$ cat src/rtl/uart_rx_frame.sv
// UART receiver: 2-flop synchroniser, 3-sample majority vote per bit, configurable
// data/parity/stop format, and a show-ahead receive FIFO with per-entry error flags.

module uart_rx_frame #(
  parameter int CLOCK_FREQ = 125_000_000,
  parameter int BAUD_RATE  = 115_200,
  parameter int DATA_BITS  = 8,
  parameter int PARITY     = 0,
  parameter int STOP_BITS  = 1,
  parameter int FIFO_DEPTH = 4
) (
  input  logic                        clk,
  input  logic                        reset,
  input  logic                        serial_in,
  output logic [DATA_BITS-1:0]        data_out,
  output logic                        data_out_perr,
  output logic                        data_out_ferr,
  output logic                        data_out_valid,
  input  logic                        data_out_ready,
  output logic                        overrun,
  input  logic                        clear_overrun,
  output logic [$clog2(FIFO_DEPTH):0] fifo_count
);

  localparam int CPB    = CLOCK_FREQ / BAUD_RATE;
  localparam int HALF   = CPB / 2;
  localparam int CNT_W  = $clog2(CPB);
  localparam int BIT_W  = $clog2(DATA_BITS + 1);
  localparam int PTR_W  = $clog2(FIFO_DEPTH);
  localparam int CNT_FW = PTR_W + 1;
  localparam int ENT_W  = DATA_BITS + 2;

  typedef enum logic [2:0] {S_IDLE, S_START, S_DATA, S_PARITY, S_STOP} state_t;

  function automatic logic majority(input logic a, input logic b, input logic c);
    return (a & b) | (a & c) | (b & c);
  endfunction

  function automatic logic parity_error(input logic [DATA_BITS-1:0] d, input logic p);
    logic x;
    x = (^d) ^ p;
    return (PARITY == 1) ? ~x : x;
  endfunction

  logic                 sync1_q, sync1_d, rxs_q, rxs_d, rxs_prev_q, rxs_prev_d;
  logic [1:0]           flush_q, flush_d;
  logic                 arm_q, arm_d;
  state_t               state_q, state_d;
  logic [CNT_W-1:0]     cnt_q, cnt_d;
  logic [BIT_W-1:0]     bit_q, bit_d;
  logic                 stop_q, stop_d;
  logic [1:0]           samp_q, samp_d;
  logic [DATA_BITS-1:0] shreg_q, shreg_d;
  logic                 perr_q, perr_d, ferr_q, ferr_d;
  logic [PTR_W-1:0]     wptr_q, wptr_d, rptr_q, rptr_d;
  logic [CNT_FW-1:0]    count_q, count_d;
  logic                 overrun_q, overrun_d;
  logic [ENT_W-1:0]     mem_q [FIFO_DEPTH];

  logic bit_end, vote, vote_bit, last_stop;
  logic push, shift_en, par_en, ferr_clr, stop_vote;
  logic valid, full, pop, wr_en;
  logic [ENT_W-1:0] entry, head;

  // Input path; arm only after the synchroniser has flushed and seen an idle-high line
  always_comb begin
    sync1_d    = serial_in;
    rxs_d      = sync1_q;
    rxs_prev_d = rxs_q;
    flush_d    = {flush_q[0], 1'b1};
    arm_d      = arm_q | (flush_q[1] & rxs_q & rxs_prev_q);
  end

  assign bit_end   = (cnt_q == CNT_W'(CPB - 1));
  assign vote      = (cnt_q == CNT_W'(HALF + 1));
  assign vote_bit  = majority(samp_q[0], samp_q[1], rxs_q);
  assign last_stop = (stop_q == 1'(STOP_BITS - 1));

  always_ff @(posedge clk or negedge reset) begin
    if (!reset) begin
      sync1_q    <= 1'b1;
      rxs_q      <= 1'b1;
      rxs_prev_q <= 1'b1;
      flush_q    <= '0;
      arm_q      <= 1'b0;
      state_q    <= S_IDLE;
      cnt_q      <= '0;
      bit_q      <= '0;
      stop_q     <= 1'b0;
      wptr_q     <= '0;
      rptr_q     <= '0;
      count_q    <= '0;
      overrun_q  <= 1'b0;
    end else begin
      sync1_q    <= sync1_d;
      rxs_q      <= rxs_d;
      rxs_prev_q <= rxs_prev_d;
      flush_q    <= flush_d;
      arm_q      <= arm_d;
      state_q    <= state_d;
      cnt_q      <= cnt_d;
      bit_q      <= bit_d;
      stop_q     <= stop_d;
      wptr_q     <= wptr_d;
      rptr_q     <= rptr_d;
      count_q    <= count_d;
      overrun_q  <= overrun_d;
    end
  end

  always_comb begin
    state_d = state_q;
    cnt_d   = bit_end ? '0 : cnt_q + CNT_W'(1);
    bit_d   = bit_q;
    stop_d  = stop_q;
    case (state_q)
      S_IDLE: begin
        cnt_d  = '0;
        bit_d  = '0;
        stop_d = 1'b0;
        if (arm_q && rxs_prev_q && !rxs_q) state_d = S_START;
      end
      S_START: begin
        if (vote && vote_bit) state_d = S_IDLE;
        else if (bit_end)     state_d = S_DATA;
      end
      S_DATA: begin
        if (vote) bit_d = bit_q + BIT_W'(1);
        if (bit_end && bit_q == BIT_W'(DATA_BITS))
          state_d = (PARITY != 0) ? S_PARITY : S_STOP;
      end
      S_PARITY: begin
        if (bit_end) state_d = S_STOP;
      end
      S_STOP: begin
        if (vote && last_stop) state_d = S_IDLE;
        else if (bit_end)      stop_d  = 1'b1;
      end
      default: state_d = S_IDLE;
    endcase
  end

  always_comb begin
    push      = 1'b0;
    shift_en  = 1'b0;
    par_en    = 1'b0;
    ferr_clr  = 1'b0;
    stop_vote = 1'b0;
    case (state_q)
      S_START:  ferr_clr = 1'b1;
      S_DATA:   shift_en = vote;
      S_PARITY: par_en   = vote;
      S_STOP: begin
        stop_vote = vote;
        push      = vote && last_stop;
      end
      default: ;
    endcase
  end

  // Frame datapath: vote samples, LSB-first shifter, error flags
  always_comb begin
    samp_d = samp_q;
    if (cnt_q == CNT_W'(HALF - 1)) samp_d[0] = rxs_q;
    if (cnt_q == CNT_W'(HALF))     samp_d[1] = rxs_q;
    shreg_d = shift_en ? {vote_bit, shreg_q[DATA_BITS-1:1]} : shreg_q;
    perr_d  = par_en ? parity_error(shreg_q, vote_bit) : perr_q;
    if (ferr_clr)                   ferr_d = 1'b0;
    else if (stop_vote && !vote_bit) ferr_d = 1'b1;
    else                            ferr_d = ferr_q;
    entry = {shreg_q, (PARITY != 0) & perr_q, ferr_q | ~vote_bit};
  end

  // FIFO control; a push while full is only accepted alongside a pop
  always_comb begin
    valid  = (count_q != '0);
    full   = (count_q == CNT_FW'(FIFO_DEPTH));
    pop    = valid && data_out_ready;
    wr_en  = push && (!full || pop);
    wptr_d = wptr_q + PTR_W'(wr_en);
    rptr_d = rptr_q + PTR_W'(pop);
    case ({wr_en, pop})
      2'b10:   count_d = count_q + CNT_FW'(1);
      2'b01:   count_d = count_q - CNT_FW'(1);
      default: count_d = count_q;
    endcase
    if (push && full && !pop) overrun_d = 1'b1;
    else if (clear_overrun)   overrun_d = 1'b0;
    else                      overrun_d = overrun_q;
  end

  always_ff @(posedge clk) begin
    samp_q  <= samp_d;
    shreg_q <= shreg_d;
    perr_q  <= perr_d;
    ferr_q  <= ferr_d;
    if (wr_en) mem_q[wptr_q] <= entry;
  end

  assign head           = mem_q[rptr_q];
  assign data_out       = valid ? head[ENT_W-1:2] : '0;
  assign data_out_perr  = valid & head[1];
  assign data_out_ferr  = valid & head[0];
  assign data_out_valid = valid;
  assign overrun        = overrun_q;
  assign fifo_count     = count_q;

endmodule
$ cat config.mk
export PLATFORM = sky130hd
export DESIGN_NAME = uart_rx_frame
export DESIGN_NICKNAME = d
export VERILOG_FILES = /design/src/rtl/uart_rx_frame.sv
export SDC_FILE = /design/constraint.sdc
export NUM_CORES = 1
export LEC_CHECK = 0
export CAP_MARGIN = 30
export CORE_ASPECT_RATIO = 0.75
export CORE_MARGIN = 5
export CORE_UTILIZATION = 35
export DETAILED_ROUTE_END_ITERATION = 16
export SYNTH_ARGS = -nofsm -noshare
export SYNTH_HDL_FRONTEND = slang
export SYNTH_SLANG_ARGS = --single-unit
$ cat constraint.sdc
create_clock -name clk -period 2.87 [get_ports clk]
set_clock_uncertainty 0.15 [all_clocks]
set_input_delay 0.287 -clock clk [delete_from_list [all_inputs] [get_ports clk]]
set_output_delay 0.287 -clock clk [all_outputs]
set_load 0.01 [all_outputs]
Word level (Yosys, flattened, before mapping) --
Memories as Yosys holds them, arrays and structs flattened. Cells that the tools add are included.
Word-level totals: register bits 44, bits in writable memories 36, input bits 5, output and inout bits 15, logic and storage cells 105, memories 1
Operators by class: add/sub/neg operators 6, eq/ne operators 20, multiplexer cells 24, bitwise operators 13, reductions and logical operators 24
Memory list:
- mem_q | depth 4, width 9, read ports 1, clocked after memory_dff 0, write ports 1, RTL line 58 | logic [ENT_W-1:0] mem_q [FIFO_DEPTH];
Operators with widths (number):
- $eq A11 B10 Y1 const B | 3
- $mux W11 | 2
- $mux W3 | 6
- $pmux W3 S5 | 1
- $ne A2 B2 Y1 const B | 7
- $add A11 B1 Y11 const B | 1
- $eq A11 B11 Y1 const B | 1
- $logic_and A1 B1 Y1 | 10
- $mux W1 | 10
- $mux W8 | 1
- $pmux W4 S2 | 1
- $reduce_bool A2 Y1 | 4
- $and A1 B1 Y1 | 6
- $eq A3 B2 Y1 const B | 2
- $eq A3 B3 Y1 const B | 2
- $pmux W3 S2 | 1
- $reduce_and A5 Y1 | 1
- $add A2 B1 Y2 | 2
- $add A4 B1 Y4 const B | 1
- $eq A4 B4 Y1 const B | 1
- $logic_not A1 Y1 | 4
- $mux W4 | 1
- $or A1 B1 Y1 | 4
- $add A3 B1 Y3 const B | 1
- 13 further kinds | 14

Logic depth before layout (Yosys ltp) --
Gate-level depths: netlist of run 1.
depth after elaboration 6, depth in mapped cells 11, gate-level depth less buffers 10

Least setup slack after synthesis of run 1 --
No wires, ideal clock.
kind register to register, start point register cnt_q[7], end point memory mem_q[1][0] (netlist name) (enable), library setup time 0.389 ns, arrival time 2.634 ns, data required time 2.331 ns, setup slack -0.303 ns, stages on the path, launching flop included 6, path buffers 1, clock period less this slack 3.173 ns, cell sequence dfrtp_1 > or3_4 > or3_4 > buf_6 > or4_4 > nor3b_1
Between the ends: word-level cells in the longest chain between the ends 6
RTL lines:
- from (decl) | RTL line 49 | logic [CNT_W-1:0] cnt_q, cnt_d;
- from (signal assigned) | RTL line 101 | cnt_q <= cnt_d;
- $eq A11 B10 Y1 | RTL line 75 | assign vote = (cnt_q == CNT_W'(HALF + 1));
- $logic_and A1 B1 Y1 | RTL line 155 | push = vote && last_stop;
- $mux W1 | RTL line 149 | case (state_q)
- $logic_and A1 B1 Y1 | RTL line 179 | wr_en = push && (!full || pop);
- $mux W1 | RTL line 197 | if (wr_en) mem_q[wptr_q] <= entry;
- $mux W1 (not written as such) | RTL line 197
- to (decl) | RTL line 58
Every way passes these cells.

Worst setup path after layout of run 1 --
start point register cnt_q[8], end point register count_q[2] (netlist: fifo_count[2])
Between the ends: word-level cells in the longest chain between the ends 6, elaborated cells on any way between the ends 8, those cells by class eq/ne: 3; mux: 2; reduce/logical: 3
RTL lines:
- $eq A11 B10 Y1 (*) | RTL line 75
- $logic_and A1 B1 Y1 (*) | RTL line 155
- $mux W1 (*) | RTL line 149
- $logic_and A1 B1 Y1 (*) | RTL line 179
- $eq A2 B1 Y1 or $eq A2 B2 Y1 (tied branches) | RTL line 182 | case ({wr_en, pop})
- $pmux W3 S2 or $reduce_bool A2 Y1 (tied branches)
- to (signal assigned) | RTL line 106 | count_q <= count_d;
- to (decl) | RTL line 56 | logic [CNT_FW-1:0] count_q, count_d;
Mark *: on every way between the ends. The rest lies on a longest branch, timed or not. A chain may end at the register's enable or synchronous reset.

==> results.py, run 1 <==
metrics = {
    "synth": {
        "synth_simple_gate_area_share_pct": 12.7,
        "synth_edf_count": 46,
        "synthFlopType": "edfxtp_1",
        "yosysWarnings": 0,
        "synth_cell_type_count": 45,
        "synth_compound_area_share_pct": 2.77,
        "ys_top_cells_by_area": "edfxtp_1, dfrtp_1, mux4_2",
        "synth_area_per_cell_um2": 14.4,
        "synth_cells": 232,
        "synth_top_cell_area_share_pct": 41.3,
        "synth_area_mm2": 0.00335,
        "ys_seq_area_share_pct": 66.7,
        "synth-seq-cells": 80,
        "synthAdderAreaFrac_pct": 4.26,
        "async_flop_share_pct": 41.3,
        "synth_top_family_by_area": "simple AND/OR/NAND/NOR gates",
        "yosys.area.top_type": "edfxtp_1",
        "synth_fp_nets": 247,
        "synth_common_cells": "edfxtp_1, dfrtp_1, nor2_1",
        "synth.most_common_cell": "edfxtp_1",
        "synthMuxAreaShare_pct": 6.69,
        "synth-xor-area-share_pct": 4.19,
    },
    "worst_setup_path": {
        "critPathMaxFanout": 4,
        "critPathRequiredTime_ns": 2.93,
        "regToRegEndpoint": "fifo_count[2]",
        "cp_cell_sequence": "or3_4, or3_4, or4_4, ha_2, inv_1, fa_1, xor2_1, nor2_1, xor2_1",
        "worst-path-buf-inv": 1,
        "critPathLaunch": "cnt_q[8]",
        "rr_startpoint": "cnt_q[8]",
        "ff2ff_path_depth": 9,
        "worst-setup-path-type": "register to register",
        "slowest_delay_ns": 0.47,
        "crit_path_end_kind": "register",
        "cpMaxStageDelayCell": "or4_4",
        "worstSetupStartpointType": "register",
        "crit_family": "simple AND/OR/NAND/NOR gates",
        "crit_path_end": "fifo_count[2]",
        "cp.arrival_ns": 2.78,
        "r2r_setup_slack_ns": 0.15,
        "crit_cells": 9,
    },
    "hold_path": {
        "hp-start": "flush_q[0]",
        "hold_class": "register to register",
    },
    "placement": {
        "io_buffers": 18,
        "gp_congestion": 0.716,
        "dp.cells": 388,
        "place_area_mm2": 0.00382,
        "dp_hpwl_um": 3860,
    },
    "sta": {
        "fin_crit_sh_pct": 94.6,
        "setup_viol": 0,
        "fmax_mhz": 368,
        "hold_viol_final": 0,
        "grt_setup_unrepaired": "no",
        "min_period_ns": 2.72,
        "tns_ns": 0,
        "final_max_slew_viol_count": 0,
    },
    "clock_network": {
        "cts_resized": 0,
        "clkLatencyLatePin_ns": 0.32,
        "cts_root_buf": "clkbuf_16",
        "postCtsSetupBuffers": 0,
        "clkTransAtPathRegs_ns": 0.06,
        "cts_buffer_depth": 2,
        "cts_tree": "done",
        "cts_sinks": 80,
        "cts_made_buffers": 9,
        "cts_htree_levels": 3,
        "holdBufCountCts": 0,
    },
    "cells_and_area": {
        "finish.instance_area_mm2": 0.00413,
        "drive_gt1_share_pct": 21.0,
        "n_antenna_cell": 0,
        "nFillCells": 847,
        "finalNetCount": 286,
        "area_delta_synth_final_pct": 23.3,
        "stdcell_count": 404,
        "post-route-util_pct": 44.9,
    },
    "grt": {
        "grt_max_degree": 34,
        "grt_pass1_wl_um": 9690,
        "antenna_found_initial": 0,
        "grt_usage_pct": 11.0,
        "grt.overflow.total": 0,
        "grt_pass1_vias": 1888,
    },
    "pwr": {
        "finalPower_mw": 3.41,
        "vdd_ir_drop_max_mv": 0.284,
        "power_density_mw_per_mm2": 827,
        "p_leak_nw": 1.57,
    },
    "route": {
        "ant_nets": 0,
        "wl_per_cell_um": 14.1,
        "drt_iter0_drc": 94,
        "route.detailed.drc": 0,
        "vias_per_cell": 4.59,
        "routed_wl_um": 5690,
        "first_pass_iters": 4,
        "vias": 1855,
    },
    "die": {
        "core_area_mm2": 0.00920,
        "fp.dieArea_mm2": 0.0116,
        "pin_count": 20,
        "rows": 30,
        "start_util_pct": 36.4,
        "die_y_um": 94.7,
        "die_w_um": 123,
    },
    "outcome": {
        "status": "finished clean",
    },
    "job": {
        "maxCapViolCount": 0,
    },
}
-- final cells by class --
cell class | count | area, um^2 | area share (%)
sequential | 80 | 2230 | 54.1
clock inverter | 6 | 66.3 | 1.61
clock buffer | 10 | 239 | 5.79
timing repair buffer | 34 | 325 | 7.88
tap | 128 | 160 | 3.88
inverter | 13 | 48.8 | 1.18
multi-input combinational | 133 | 1050 | 25.6
-- worst reg2reg max path: stages (launching register included) --
cell and delay (ns):
dfrtp_1 0.43, or3_4 0.38, or3_4 0.40, or4_4 0.47, ha_2 0.21, inv_1 0.07, fa_1 0.18, xor2_1 0.14
nor2_1 0.06, xor2_1 0.13
-- cells in the final DEF (no fill, tap or decap), types with 3 or more instances in the layout --
master            n
nor2b_1          10
dfrtp_1          29
edfxtp_1         46
clkbuf_16         9
dfstp_2           3
o21ai_0           7
nand4_1           5
xor2_1           11
inv_1            12
clkdlybuf4s50_1  18
a21oi_1           3
buf_4            14
nor2_1           23
nand2_1           8
and3_1            3
xnor2_1           5
nor3_1            5
mux4_2            9
ha_1              8
-- power by group --
| part | switching [mW] | internal [mW] | total [mW] |
|---|---|---|---|
| clock | 0.432 | 0.699 | 1.13 |
| sequential | 0.112 | 1.30 | 1.41 |
| combinational | 0.376 | 0.492 | 0.869 |
| total | 0.920 | 2.49 | 3.41 |
-- through the flow --
stage	hold WS [ns]	setup slack [ns]
after floorplan	-0.159	-0.00837
after global placement	0.183	0.104
after detailed placement	0.187	0.0775
after CTS	0.200	0.0448
after global routing	0.207	0.0891
final	0.198	0.154
-- layer usage --
layer | routed length, um | GRT usage, % | share of wire (%)
met3 | 208 | 3.83 | 3.7
met2 | 2540 | 15.8 | 45
met5 | 0 | 0 | 0
met1 | 2890 | 15.6 | 51
met4 | 49 | 3.36 | 0.86
-- worst min path at each step --
stage	endpoint	cells past startpoint
final	flush_q[1]	0
after global routing	rxs_prev_d	0
after CTS	flush_q[1]	0
after detailed placement	flush_q[1]	0
after global placement	flush_q[1]	0
after floorplan	arm_q	0
-- state kept, by name, indices dropped and copies added (netlist names), 2 cells and up --
signal      cells
bit_q           4
cnt_q          11
wptr_q          2
samp_q          2
state_q         3
shreg_q         8
fifo_count      3
mem_q          36
flush_q         2
rptr_q          2
-- kinds of logic (layout without fill, tap and decap cells) --
| kind of cell | count (synthesis) | in the layout |
|---|---|---|
| XOR/XNOR | 16 | 16 |
| flip-flops | 80 | 80 |
| multiplexers | 11 | 11 |
| AO/OA/AOI/OAI | 16 | 16 |
| adder cells (fa/ha/maj) | 11 | 11 |
| AND/OR/NAND/NOR | 77 | 77 |
| buffers and inverters | 19 | 63 |
| other | 2 | 2 |
(Power assumes the default switching activity.)
==> run 2: changes to the inputs <==
--- a/config.mk
+++ b/config.mk
@@ -10,6 +10,7 @@
 export CORE_MARGIN = 5
 export CORE_UTILIZATION = 35
 export DETAILED_ROUTE_END_ITERATION = 16
+export PLACE_DENSITY = 0.53
 export SYNTH_ARGS = -nofsm -noshare
 export SYNTH_HDL_FRONTEND = slang
 export SYNTH_SLANG_ARGS = --single-unit
==> constraint.sdc (replaced) <==
create_clock -name clk -period 3 [get_ports clk]
set_clock_uncertainty 0.15 [all_clocks]
set_input_delay 0.3 -clock clk [delete_from_list [all_inputs] [get_ports clk]]
set_output_delay 0.3 -clock clk [all_outputs]
set_load 0.01 [all_outputs]
==> results.py, run 2 (same netlist as run 1, synthesis figures left out) <==
metrics = {
    "die": {
        "start_util_pct": 36.4,
        "rows": 30,
        "die_w_um": 123,
        "core_area_mm2": 0.00920,
        "die_y_um": 94.7,
        "fp.dieArea_mm2": 0.0116,
        "pin_count": 20,
    },
    "cells_and_area": {
        "n_antenna_cell": 0,
        "drive_gt1_share_pct": 19.4,
        "multi_input_area_mm2": 0.00105,
        "area_delta_synth_final_pct": 21.6,
        "post-route-util_pct": 44.3,
        "stdcell_count": 401,
        "largest_reg_flops": 36,
        "seq_area_mm2": 0.00223,
        "final_common_cell": "edfxtp_1",
        "largestRegisters": "mem_q: 36 flops, cnt_q: 11 flops, shreg_q: 8 flops",
        "nFillCells": 843,
        "layout_common_cells": "edfxtp_1, dfrtp_1, nor2_1, clkdlybuf4s50_1, buf_4",
        "max_flop_register": "mem_q",
        "finalNetCount": 283,
    },
    "hold_path": {
        "hold_class": "register to register",
        "hold-path-cell-count": 0,
    },
    "placement": {
        "dp.cells": 385,
        "io_buffers": 18,
        "gp_congestion": 0.727,
        "dp_hpwl_um": 3870,
        "pre_cts_slack_ns": 0.124,
    },
    "clock_network": {
        "cts_htree_levels": 3,
        "cts_sinks": 80,
        "clkLatencyLatePin_ns": 0.33,
        "postCtsSetupBuffers": 0,
        "cts_made_buffers": 9,
        "cts_buffer_depth": 2,
        "holdBufCountCts": 0,
        "cts_tree": "done",
        "clkTransAtPathRegs_ns": 0.06,
        "cts_resized": 0,
        "cts_root_buf": "clkbuf_16",
    },
    "grt": {
        "antenna_found_initial": 0,
        "grt_max_degree": 34,
        "grt_usage_pct": 10.9,
        "grt_pass1_wl_um": 9510,
        "grt.overflow.total": 0,
        "grt_pass1_vias": 1796,
    },
    "pwr": {
        "power_density_mw_per_mm2": 794,
        "finalPower_mw": 3.23,
        "p_leak_nw": 1.56,
        "vdd_ir_drop_max_mv": 0.237,
    },
    "sta": {
        "fmax_mhz": 348,
        "final_max_slew_viol_count": 0,
        "fin_ws_ns": 0.127,
        "min_period_ns": 2.87,
        "fin_crit_sh_pct": 95.8,
        "tns_ns": 0,
        "grt_setup_unrepaired": "no",
        "setup_viol": 0,
        "hold_viol_final": 0,
    },
    "worst_setup_path": {
        "worstSetupStartpointType": "register",
        "crit_path_end_kind": "register",
        "cp.arrival_ns": 2.97,
        "critPathMaxFanout": 5,
        "worst-setup-path-type": "register to register",
        "ff2ff_path_depth": 7,
        "critPathRequiredTime_ns": 3.10,
    },
    "outcome": {
        "status": "finished clean",
    },
    "route": {
        "route.detailed.drc": 0,
        "vias_per_cell": 4.62,
        "routed_wl_um": 5650,
        "first_pass_iters": 4,
        "wl_per_cell_um": 14.1,
        "vias": 1853,
        "ant_nets": 0,
        "drt_iter0_drc": 127,
    },
    "job": {
        "maxCapViolCount": 0,
    },
}
[run 2: layout make-up]
cell class,count,share of cell area [%]
multi-input combinational,133,25.8
inverter,13,1.20
clock buffer,10,5.87
sequential,80,54.8
tap,128,3.93
clock inverter,6,1.60
timing repair buffer,31,6.82
[run 2: power by group]
part / leakage, nW / total [mW] / switching [mW] / internal, mW
clock network: 0.149 / 1.09 / 0.418 / 0.669
registers: 0.832 / 1.36 / 0.118 / 1.24
logic: 0.578 / 0.786 / 0.334 / 0.452
total: 1.56 / 3.23 / 0.871 / 2.36
[run 2: routing by layer]
| layer | routed length [um] | GRT usage, % | vias to the layer above |
|---|---|---|---|
| met2 | 2390 | 14.8 | 28 |
| met1 | 2930 | 16.0 | 923 |
| met5 | 0 | 0 | - |
| met4 | 65 | 3.36 | 0 |
| met3 | 260 | 4.13 | 6 |
| li1 | - | - | 896 |
[run 2: through the flow]
stage	cell area [um^2]	hold slack [ns]
2_1_floorplan	3360	-0.146
3_3_place_gp	3770	0.183
3_5_place_dp	3770	0.186
4_1_cts	4070	0.201
5_1_grt	4070	0.207
6_report	4070	0.199
[run 2: critical path, stage by stage, from the launching register on]
cell and delay [ns]:
dfrtp_1 0.42, or3_4 0.43, or3_4 0.40, or4_4 0.56, ha_1 0.23, inv_1 0.07, fa_1 0.39, o21ai_0 0.16
[run 2: final timing paths]
path / startpoint / to / slack (ns)
worst max-delay path: cnt_q[7] / fifo_count[1] / 0.13
worst min-delay path: flush_q[0] / flush_q[1] / 0.20
worst max register to register: cnt_q[7] / fifo_count[1] / 0.13
worst min register to register: flush_q[0] / flush_q[1] / 0.20
max in group asynchronous: reset / rxs_prev_q / 2.12
min in group asynchronous: reset / overrun / 0.23
==> run 3: changes to the inputs <==
--- a/config.mk
+++ b/config.mk
@@ -7,7 +7,7 @@
 export LEC_CHECK = 0
 export CAP_MARGIN = 30
 export CORE_ASPECT_RATIO = 0.75
-export CORE_MARGIN = 5
+export CORE_MARGIN = 3
 export CORE_UTILIZATION = 35
 export DETAILED_ROUTE_END_ITERATION = 16
 export PLACE_DENSITY = 0.53
==> results.py, run 3 (same netlist as run 1, synthesis figures left out) <==
metrics = {
    "sta": {
        "hold_viol_final": 0,
        "grt_setup_unrepaired": "no",
        "fin_crit_sh_pct": 94.9,
        "min_period_ns": 2.85,
        "fmax_mhz": 351,
        "final_max_slew_viol_count": 0,
        "setup_viol": 0,
        "fin_ws_ns": 0.153,
        "tns_ns": 0,
    },
    "worst_setup_path": {
        "critPathRequiredTime_ns": 3.07,
        "critPathMaxFanout": 5,
        "cp.arrival_ns": 2.91,
        "crit_path_end_kind": "register",
        "worst-setup-path-type": "register to register",
        "worstSetupStartpointType": "register",
    },
    "clock_network": {
        "cts_buffer_depth": 2,
        "cts_tree": "done",
        "cts_htree_levels": 3,
        "cts_made_buffers": 9,
        "clkLatencyLatePin_ns": 0.33,
        "cts_sinks": 80,
        "clkTransAtPathRegs_ns": 0.06,
        "holdBufCountCts": 0,
        "cts_root_buf": "clkbuf_16",
    },
    "cells_and_area": {
        "layout_common_cells": "edfxtp_1, dfrtp_1, nor2_1, clkdlybuf4s50_1, buf_4",
        "largest_reg_flops": 36,
        "finish.instance_area_mm2": 0.00408,
        "n_antenna_cell": 0,
        "final_common_cell": "edfxtp_1",
        "finalNetCount": 284,
        "area_delta_synth_final_pct": 21.9,
        "drive_gt1_share_pct": 20.1,
        "max_flop_register": "mem_q",
        "largestRegisters": "mem_q: 36 flops, cnt_q: 11 flops, shreg_q: 8 flops",
    },
    "hold_path": {
        "hold_class": "register to register",
    },
    "pwr": {
        "p_sw_uw": 891,
        "p_comb_share_pct": 24.0,
        "intPower_mw": 2.36,
        "power_frac_clock_pct": 33.8,
        "finalPower_mw": 3.25,
        "power_density_mw_per_mm2": 796,
        "p_leak_nw": 1.56,
        "switching_share_pct": 27.4,
        "vdd_ir_drop_max_mv": 0.287,
        "pwr-share-seq_pct": 42.2,
    },
    "grt": {
        "grt_usage_pct": 11.1,
        "grt_pass1_wl_um": 9270,
        "antenna_found_initial": 0,
        "grt_max_degree": 34,
        "grt.overflow.total": 0,
        "grt_pass1_vias": 1790,
    },
    "die": {
        "start_util_pct": 36.5,
        "die_y_um": 90.7,
        "pin_count": 20,
        "core_area_mm2": 0.00916,
        "rows": 30,
        "fp.dieArea_mm2": 0.0108,
        "die_w_um": 119,
    },
    "placement": {
        "pre_cts_slack_ns": 0.127,
        "place_area_mm2": 0.00377,
        "io_buffers": 18,
        "dp_hpwl_um": 3720,
        "gp_congestion": 0.761,
    },
    "job": {
        "maxCapViolCount": 0,
    },
    "route": {
        "first_pass_iters": 4,
        "drt_iter0_drc": 71,
        "vias_per_cell": 4.54,
        "routed_wl_um": 5530,
        "route.detailed.drc": 0,
        "ant_nets": 0,
        "wl_per_cell_um": 13.8,
        "vias": 1825,
    },
    "outcome": {
        "status": "finished clean",
    },
}
-- run 3: cell count changes in the layout (fill, tap and decap cells not counted), sizes merged --
cell	delta
buf	+1
clkbuf	-1
clkinv	-1
inv	+2
-- run 3: worst max-delay path, cell delays in order, from the launching register on --
cell and delay [ns]:
dfrtp_1 0.42, or3_4 0.42, or3_4 0.40, or4_4 0.56, ha_2 0.21, inv_1 0.07
fa_1 0.17, xor2_1 0.14, nor2_1 0.06, xor2_1 0.13
-- run 3: power by group through the flow --
stage / logic [mW] / clock network, mW / registers, mW
after CTS: 0.795 / 1.13 / 1.37
after floorplan: 0.494 / 0 / 1.34
final: 0.781 / 1.10 / 1.37
after detailed placement: 0.796 / 0 / 1.39
after global routing: 0.873 / 1.17 / 1.39
after global placement: 0.793 / 0 / 1.40
-- run 3: through the flow --
stage,hold slack [ns],std cells,utilization (%)
global placement,0.183,386,41.2
CTS,0.200,402,44.5
finish,0.198,402,44.5
floorplan,-0.146,232,-
global route,0.203,402,44.5
detailed placement,0.186,386,41.2
-- run 3: final timing paths --
path / startpoint / endpoint / slack (ns) / cells past startpoint
max in group asynchronous: reset / rxs_prev_q / 2.13 / 2
hold / removal: flush_q[0] / flush_q[1] / 0.20 / 0
hold reg to reg: flush_q[0] / flush_q[1] / 0.20 / 0
setup / recovery: cnt_q[7] / fifo_count[2] / 0.15 / 9
setup reg to reg: cnt_q[7] / fifo_count[2] / 0.15 / 9
min in group asynchronous: reset / cnt_q[4] / 0.23 / 2
-- run 3: cell type report --
class / instances / area, um^2
sequential: 80 / 2230
fill: 857 / 5080
timing repair buffer: 32 / 285
tap: 128 / 160
multi-input combinational: 133 / 1050
clock inverter: 7 / 77.6
clock buffer: 9 / 225
inverter: 13 / 48.8
-- run 3: what timing repair did --
action                                  4_1_cts  5_1_grt
gates resized for setup                       0        2
buffers inserted                              0        0
endpoints found under the setup margin        0        2
-- run 3: per-layer routing --
metal / vias to the layer above / track usage, % / share of wire [%]
met5: - / 0 / 0
met4: 0 / 3.76 / 1.1
met3: 7 / 4.20 / 4.4
met2: 29 / 15.2 / 43
met1: 886 / 16.2 / 52
li1: 903 / - / -
